## config.mk

```make
export PLATFORM = sky130hd
export DESIGN_NAME = packer_stream
export DESIGN_NICKNAME = d
export VERILOG_FILES = /design/src/rtl/packer_stream.sv
export SDC_FILE = /design/constraint.sdc
export NUM_CORES = 1
export LEC_CHECK = 0
export CORE_UTILIZATION = 35
export CTS_CLUSTER_DIAMETER = 120
export DETAILED_ROUTE_END_ITERATION = 12
export SYNTH_ARGS = -nofsm -noshare
export SYNTH_HDL_FRONTEND = slang
export SYNTH_SLANG_ARGS = --single-unit
```

## constraint.sdc

```tcl
create_clock -name clk -period 39.4 [get_ports clk]
set_input_delay 7.88 -clock clk [delete_from_list [all_inputs] [get_ports clk]]
set_output_delay 7.88 -clock clk [all_outputs]
set_load 0.05 [all_outputs]
```

## src/rtl/packer_stream.sv

```systemverilog
// packer_stream
//   Packs IN_WIDTH input words into OUT_WIDTH output words (N = OUT_WIDTH/IN_WIDTH
//   slots) and hands them to the consumer through a two-entry FIFO. A flush emits
//   a partially filled word (unwritten slots zero) together with its valid-word
//   count. Clear synchronously drops the accumulator and the queue.
//
//   Handshakes: a transfer happens on a rising edge where both the enable and
//   the matching ready are high (Unpacked_EnWr/Unpacked_RdyWr,
//   Flush_EnWr/Flush_RdyWr, Packed_EnRd/Packed_RdyRd). All ready outputs are
//   functions of registers only; enables seen while ready is low are ignored.
//
// Ports
//   clk, rst          clock, asynchronous active-high reset
//   Clear             synchronous clear (priority over all other requests)
//   Unpacked_EnWr/RdyWr/DatWr   input word stream
//   Flush_EnWr/RdyWr            flush request for the partial word
//   Packed_RdyRd/EnRd           head-of-queue valid / consumer pop
//   Packed_DatRd/CntRd          head packed word and its valid-word count
//   Busy              accumulator or queue non-empty
module packer_stream #(
  parameter int IN_WIDTH  = 64,
  parameter int OUT_WIDTH = 128,
  parameter bit MSB_FIRST = 1'b1,
  localparam int N        = OUT_WIDTH / IN_WIDTH,
  localparam int CW       = $clog2(N + 1)
) (
  input  logic                 clk,
  input  logic                 rst,
  input  logic                 Clear,
  input  logic                 Unpacked_EnWr,
  output logic                 Unpacked_RdyWr,
  input  logic [IN_WIDTH-1:0]  Unpacked_DatWr,
  input  logic                 Flush_EnWr,
  output logic                 Flush_RdyWr,
  output logic                 Packed_RdyRd,
  input  logic                 Packed_EnRd,
  output logic [OUT_WIDTH-1:0] Packed_DatRd,
  output logic [CW-1:0]        Packed_CntRd,
  output logic                 Busy
);

  if (IN_WIDTH < 1 || (OUT_WIDTH % IN_WIDTH) != 0) begin : g_bad_widths
    $error("packer_stream: OUT_WIDTH must be a positive multiple of IN_WIDTH");
  end

  // accumulator
  logic [OUT_WIDTH-1:0] r_acc;
  logic [CW-1:0]        r_dcount;

  // two-entry queue kept as head/tail registers; head feeds the outputs
  logic [1:0]           r_qcnt;
  logic [OUT_WIDTH-1:0] r_head_dat;
  logic [CW-1:0]        r_head_cnt;
  logic [OUT_WIDTH-1:0] r_tail_dat;
  logic [CW-1:0]        r_tail_cnt;

  logic                 w_wr;
  logic                 w_fl;
  logic                 w_pop;
  logic                 w_last;
  logic                 w_push;
  logic [CW-1:0]        w_slot;
  logic [CW-1:0]        w_push_cnt;
  logic [OUT_WIDTH-1:0] w_merged;
  logic                 w_head_new;
  logic                 w_head_tail;
  logic                 w_tail_new;

  assign w_last         = (r_dcount == CW'(N - 1));
  // dcount never exceeds N-1, so "dcount < N-1" is simply "not last slot"
  assign Unpacked_RdyWr = (r_qcnt != 2'd2) | ~w_last;
  assign Flush_RdyWr    = (r_qcnt != 2'd2);
  assign Packed_RdyRd   = (r_qcnt != 2'd0);
  assign Packed_DatRd   = r_head_dat;
  assign Packed_CntRd   = r_head_cnt;
  assign Busy           = (r_dcount != '0) | (r_qcnt != 2'd0);

  assign w_wr  = Unpacked_EnWr & Unpacked_RdyWr;
  assign w_fl  = Flush_EnWr & Flush_RdyWr;
  assign w_pop = Packed_EnRd & Packed_RdyRd;

  // a flush with an empty accumulator and no concurrent write pushes nothing
  assign w_push     = (w_wr & w_last) | (w_fl & ((r_dcount != '0) | w_wr));
  assign w_push_cnt = r_dcount + CW'(w_wr);
  assign w_slot     = MSB_FIRST ? (CW'(N - 1) - r_dcount) : r_dcount;

  // accumulator with the current write merged in; this is what gets pushed
  always_comb begin
    w_merged = r_acc;
    if (w_wr) begin
      for (int k = 0; k < N; k++) begin
        if (w_slot == CW'(k)) begin
          w_merged[k*IN_WIDTH +: IN_WIDTH] = Unpacked_DatWr;
        end
      end
    end
  end

  // queue steering: a push lands in head when head is (or is becoming) free,
  // otherwise in tail; a pop from a full queue shifts tail into head. After the
  // last pop head is left untouched so the outputs keep the last word.
  assign w_head_new  = w_push & ((r_qcnt == 2'd0) | ((r_qcnt == 2'd1) & w_pop));
  assign w_head_tail = w_pop & (r_qcnt == 2'd2);
  assign w_tail_new  = w_push & (((r_qcnt == 2'd1) & ~w_pop) | ((r_qcnt == 2'd2) & w_pop));

  always_ff @(posedge clk or posedge rst) begin
    if (rst) begin
      r_acc      <= '0;
      r_dcount   <= '0;
      r_qcnt     <= 2'd0;
      r_head_dat <= '0;
      r_head_cnt <= '0;
      r_tail_dat <= '0;
      r_tail_cnt <= '0;
    end else if (Clear) begin
      r_acc      <= '0;
      r_dcount   <= '0;
      r_qcnt     <= 2'd0;
      r_head_dat <= '0;
      r_head_cnt <= '0;
      r_tail_dat <= '0;
      r_tail_cnt <= '0;
    end else begin
      if (w_push) begin
        r_acc    <= '0;
        r_dcount <= '0;
      end else if (w_wr) begin
        r_acc    <= w_merged;
        r_dcount <= r_dcount + CW'(1);
      end

      if (w_head_new) begin
        r_head_dat <= w_merged;
        r_head_cnt <= w_push_cnt;
      end else if (w_head_tail) begin
        r_head_dat <= r_tail_dat;
        r_head_cnt <= r_tail_cnt;
      end

      if (w_tail_new) begin
        r_tail_dat <= w_merged;
        r_tail_cnt <= w_push_cnt;
      end

      case ({w_push, w_pop})
        2'b10:   r_qcnt <= r_qcnt + 2'd1;
        2'b01:   r_qcnt <= r_qcnt - 2'd1;
        default: r_qcnt <= r_qcnt;
      endcase
    end
  end

endmodule

```

* Word level (Yosys, flattened, before mapping)
Cells that the tools add are included.
** Storage, ports and cells
- Register bits after elaboration :: 392
- Input port bits :: 70
- Output and inout port bits :: 134
- Logic and storage cells :: 66
** Cells by class
- Add/sub/neg operators :: 5
- Equal/unequal tests :: 7
- Multiplexer cells :: 21
- Bitwise gates (word level) :: 18
- Reductions and logical operators :: 8
** Operators with widths (number)
- $mux 128 :: 9
- $mux 64 :: 2
- $mux 2 :: 9
- $and 1x1->1 :: 10
- $reduce_bool 3->1 :: 3
- $eq 2x1->1 const B :: 4
- $or 1x1->1 :: 6
- $reduce_bool 2->1 :: 3
- $add 2x1->2 const B :: 2
- $eq 2x2->1 const B :: 2
- $logic_not 2->1 :: 2
- $pmux 2 s2 :: 1
- $add 2x1->2 :: 1
- $ne 2x2->1 const B :: 1
- $not 1->1 :: 2
- $sub 1x2->2 const A :: 1
- $sub 2x1->2 const B :: 1

* Depth between registers and ports, before layout
- Depth after elaboration :: 10
- Depth in mapped cells :: 10
- Mapped depth without buffers :: 9

* Worst setup path after synthesis
OpenSTA, ideal clock, no wires.
- Kind :: input-to-reg
- Start point :: input port Flush_EnWr
- End point :: register r_head_dat[19], in the netlist Packed_DatRd[19]
- Data arrival time :: 9.215 ns
- Data required time :: 39.284 ns
- Setup slack :: 30.069 ns
- Stages :: 7
- Path buffers :: 3
- Cell sequence :: o21ai_1 > a211o_1 > buf_2 > buf_2 > buf_1 > nand4b_1 > o311ai_0
** On the way
- Cells in the longest elaborated chain, start to end :: 6
** RTL lines
- start, declared :: line 33 : input logic Flush_EnWr,
- $and 1x1->1 (*) :: line 79 : assign w_fl = Flush_EnWr & Flush_RdyWr;
- $and 1x1->1 (*) :: line 83 : assign w_push = (w_wr & w_last) | (w_fl & ((r_dcount != '0) | w_wr));
- $or 1x1->1 (*) :: line 83
- $and 1x1->1 (*) :: line 102 : assign w_head_new = w_push & ((r_qcnt == 2'd0) | ((r_qcnt == 2'd1) & w_pop));
- $mux 128 :: line 132 : if (w_head_new) begin
- $mux 128 :: line 115 : end else if (Clear) begin
- end signal, assigned :: line 133 : r_head_dat <= w_merged;
- end signal, assigned :: line 136 : r_head_dat <= r_tail_dat;
- end, declared :: line 52 : logic [OUT_WIDTH-1:0] r_head_dat;
Every way passes the cells marked *; elsewhere a longest branch is shown, timed or not.
A chain may end at the register's enable or synchronous reset.

* Worst setup path in the final report
- Start point :: input port Unpacked_EnWr
- End point :: register r_tail_dat[35]
** On the way
- Cells in the longest elaborated chain, start to end :: 6
** RTL lines
- start, declared :: line 30 : input logic Unpacked_EnWr,
- $and 1x1->1 (*) :: line 78 : assign w_wr = Unpacked_EnWr & Unpacked_RdyWr;
- $or 1x1->1 :: line 83
- $and 1x1->1 :: line 83
- $or 1x1->1 :: line 83
- $and 1x1->1 :: line 104 : assign w_tail_new = w_push & (((r_qcnt == 2'd1) & ~w_pop) | ((r_qcnt == 2'd2) & w_pop));
- $reduce_bool 2->1 (no line)
- end signal, assigned :: line 141 : r_tail_dat <= w_merged;
- end, declared :: line 54 : logic [OUT_WIDTH-1:0] r_tail_dat;
Every way passes the cells marked *; elsewhere a longest branch is shown, timed or not. The select of a mux whose other input is x is not followed.

==> metrics.yaml <==
synth:
  synth_warnings: 0
  async_flop_share: 1.00
  synth_edf_count: 0
  synth.top_cell.area_share: 0.566
  synthAdderAreaFrac: 0.00491
  synth-xor-area-share: 0.00152
  ys_top_cells_by_area: "dfrtp_1 (57%), a211oi_1 (9.6%), mux2i_1 (7.4%)"
  ys.flop_type: "dfrtp_1"
  synth_mux_area_frac: 0.0746
  synth_nets: 1599
  synth_top_family_by_area: "simple AND/OR/NAND/NOR gates"
  netlist_instances: 1523
  synth-seq-cells: 392
  synth_area_um2: 17300
  yosysTopAreaCell: "dfrtp_1"
  yosysSeqAreaShare: 0.566
  synth-simple-area-share: 0.164
  synth_compound_area_frac: 0.144
  syn_area_per_cell_um2: 11.4
  synth_cell_types: 35
layout:
  seq_area_um2: 9810
  fin_nets: 1690
  area_growth_syn_to_layout_pct: 22.3
  drive_gt1_frac: 0.0595
  fill_cells: 4613
  multi_input_comb_area_um2: 6810
  final_cells: 2312
worst_setup_path:
  cp_data_required_time_ns: 39.84
  timing.critical_path.mode_cell: "buf_4"
  worst_ep_arrival_time_ns: 10.86
  critPathKind: "input pin to flip-flop"
  crit_fanout: 94
  cp-end-kind: "flip-flop"
  cpPeakStageDelay_ns: 0.80
  slowest_stage: "buf_4"
  path_cells: "clkdlybuf4s50_1 -> o21ai_1 -> a2111oi_4 -> buf_4 -> buf_4 -> nor3_1 -> a211oi_1"
  crit_path_start_kind: "input pin"
flow_run:
  max_cap_violations: 0
grt:
  grt_start_max_net_pins: 220
  grt_usage: 0.187
  antenna_found_initial: 1
  grt_pass1_wl_mm: 74.8
  grt_pass1_vias: 12615
  grt-ovfl-total: 0
timing:
  setup_violations: 0
  finalHoldViolCount: 0
  min_period_over_period: 0.265
  relSlewSlack: 0.251
  max_freq_mhz: 95.9
  tightest_slew_ns: 1.12
  skew_ns: 0.0195
  rsz0062_at_grt: "no"
  setup_tns_ns: 0
  slew_viol_final: 0
  final.min_clock_period_ns: 10.42
die:
  core_um2: 48800
  initial_utilization: 0.355
  io_pins: 204
  die_w_um: 224
  num_rows: 81
  dieArea_um2: 50400
  die_y_um: 224
power:
  power.density_nw_per_um2: 61.4
  power_leakage_uw: 0.00901
  vdd_drop_max_mv: 0.0318
routing:
  drt_first_pass_iters: 5
  ant_nets: 0
  drt_iter0_markers: 1154
  via_per_inst: 5.51
  drc: 0
  drt-total-wl_mm: 46.8
  vias: 12749
  routedWlPerCell_um: 20.2
clocking:
  cts_buffer_depth: 3
  tritoncts: "built"
  clock-sinks: 392
  clock_latency_ns: 0.57
  cts_root_buf: "clkbuf_16"
  cts_buffers: 45
  post_cts_buffers: 0
  cts-resized-gates: 0
  cts.clk_slew.worst_paths_ns: 0.06
  ctsHoldBuffers: 0
  htree_levels: 2
place:
  place_inst: 2231
  place.gp.congestion: 0.727
  hpwl_mm: 25.1
  portBuffers: 203
run_status:
  status: "complete, no violations"
worst_hold_path:
  hp-class: "flip-flop to flip-flop"
## synth_stat cells, types with 2 or more instances
| cell | count |
|---|---|
| nor2_1 | 131 |
| inv_1 | 10 |
| buf_4 | 6 |
| xnor2_1 | 3 |
| buf_2 | 39 |
| buf_1 | 11 |
| nor2b_1 | 2 |
| nor3_1 | 128 |
| a211oi_1 | 221 |
| nand3b_1 | 82 |
| clkbuf_1 | 120 |
| and2_1 | 46 |
| dfrtp_1 | 392 |
| nand2b_1 | 2 |
| nand2_1 | 11 |
| nand4b_1 | 82 |
| mux2i_1 | 128 |
| ha_1 | 6 |
| a21oi_1 | 6 |
| o311ai_0 | 82 |
## layout by cell type (no fill, tap or decap), types with 2 or more instances in the layout
master           netlist  layout
clkbuf_1             120      11
inv_1                 10       9
xnor2_1                3       3
clkbuf_8               0      17
nor2_1               131     131
nor2b_1                2       2
nand2_1               11      10
o311ai_0              82      82
and2_1                46      46
a21oi_1                6       6
clkdlybuf4s50_1        0     202
buf_4                  6      15
nand3b_1              82      82
clkinv_2               0       3
dfrtp_1              392     392
clkbuf_16              0      47
ha_1                   6       6
nor3_1               128     128
a211oi_1             221     220
mux2i_1              128     128
buf_12                 0       2
nand4b_1              82      82
nand2_4                0       2
## worst max-delay path, delay by kind of cell
kind	cells	cell delay, ns
AOI/OAI and AO/OA	3	0.99
buffers and inverters	3	1.81
and+or+nand+nor	1	0.10
## metrics by stage
step / hold slack [ns] / total power (µW) / cell area [µm²] / util / setup WS [ns]
2_1_floorplan: 0.479 / 763 / 17300 / - / 20.62
3_3_place_gp: 0.500 / 883 / 19700 / 0.403 / 28.50
3_5_place_dp: 0.498 / 889 / 19700 / 0.403 / 28.41
4_1_cts: 0.520 / 1320 / 21200 / 0.434 / 28.98
5_1_grt: 0.534 / 1360 / 21200 / 0.434 / 28.74
6_report: 0.519 / 1300 / 21200 / 0.434 / 28.98
## final cells by class
cell class,count,area share
multi-input combinational,945,0.321
clock buffer,75,0.0685
antenna,1,0.000118
timing repair buffer,220,0.103
inverter,10,0.00213
tap,664,0.0392
sequential,392,0.463
clock inverter,5,0.00254
## worst paths after layout
check | startpoint | endpoint | slack [ns] | depth (start not counted)
max | Unpacked_EnWr | r_tail_dat[35] | 28.98 | 7
min | r_tail_cnt[0] | r_tail_cnt[0] | 0.52 | 1
max reg2reg | r_qcnt[0] | Packed_DatRd[100] | 35.88 | 9
min reg2reg | r_tail_cnt[0] | r_tail_cnt[0] | 0.52 | 1
max in group asynchronous | rst | r_acc[9] | 29.72 | 3
min in group asynchronous | rst | r_acc[91] | 7.88 | 2
## power by group
| group | total (µW) | leakage, µW | internal, µW | switching (µW) |
|---|---|---|---|---|
| clock network | 419 | 0.000745 | 256 | 163 |
| logic | 394 | 0.00303 | 123 | 271 |
| registers | 487 | 0.00523 | 457 | 30.1 |
| total | 1300 | 0.00901 | 836 | 464 |
## registers in the layout, summed over array words and instances, names as in the netlist
signal,flops
Packed_CntRd,2
Packed_DatRd,128
r_acc,128
r_dcount,2
r_qcnt,2
r_tail_cnt,2
r_tail_dat,128
## kinds of logic after synthesis
family | count (synthesis)
AO/OA/AOI/OAI | 318
adder cells (fa/ha/maj) | 7
AND/OR/NAND/NOR | 488
buffers and inverters | 186
multiplexers | 129
XOR/XNOR | 3
flip-flops | 392
## layer usage
metal	GRT usage	vias to the layer above	wire, µm
li1	-	5930	-
met1	0.279	6398	22600
met2	0.275	365	20500
met3	0.0336	56	2690
met4	0.0568	0	967
met5	0	-	0
No activity file was read; power rests on OpenSTA's default activity.
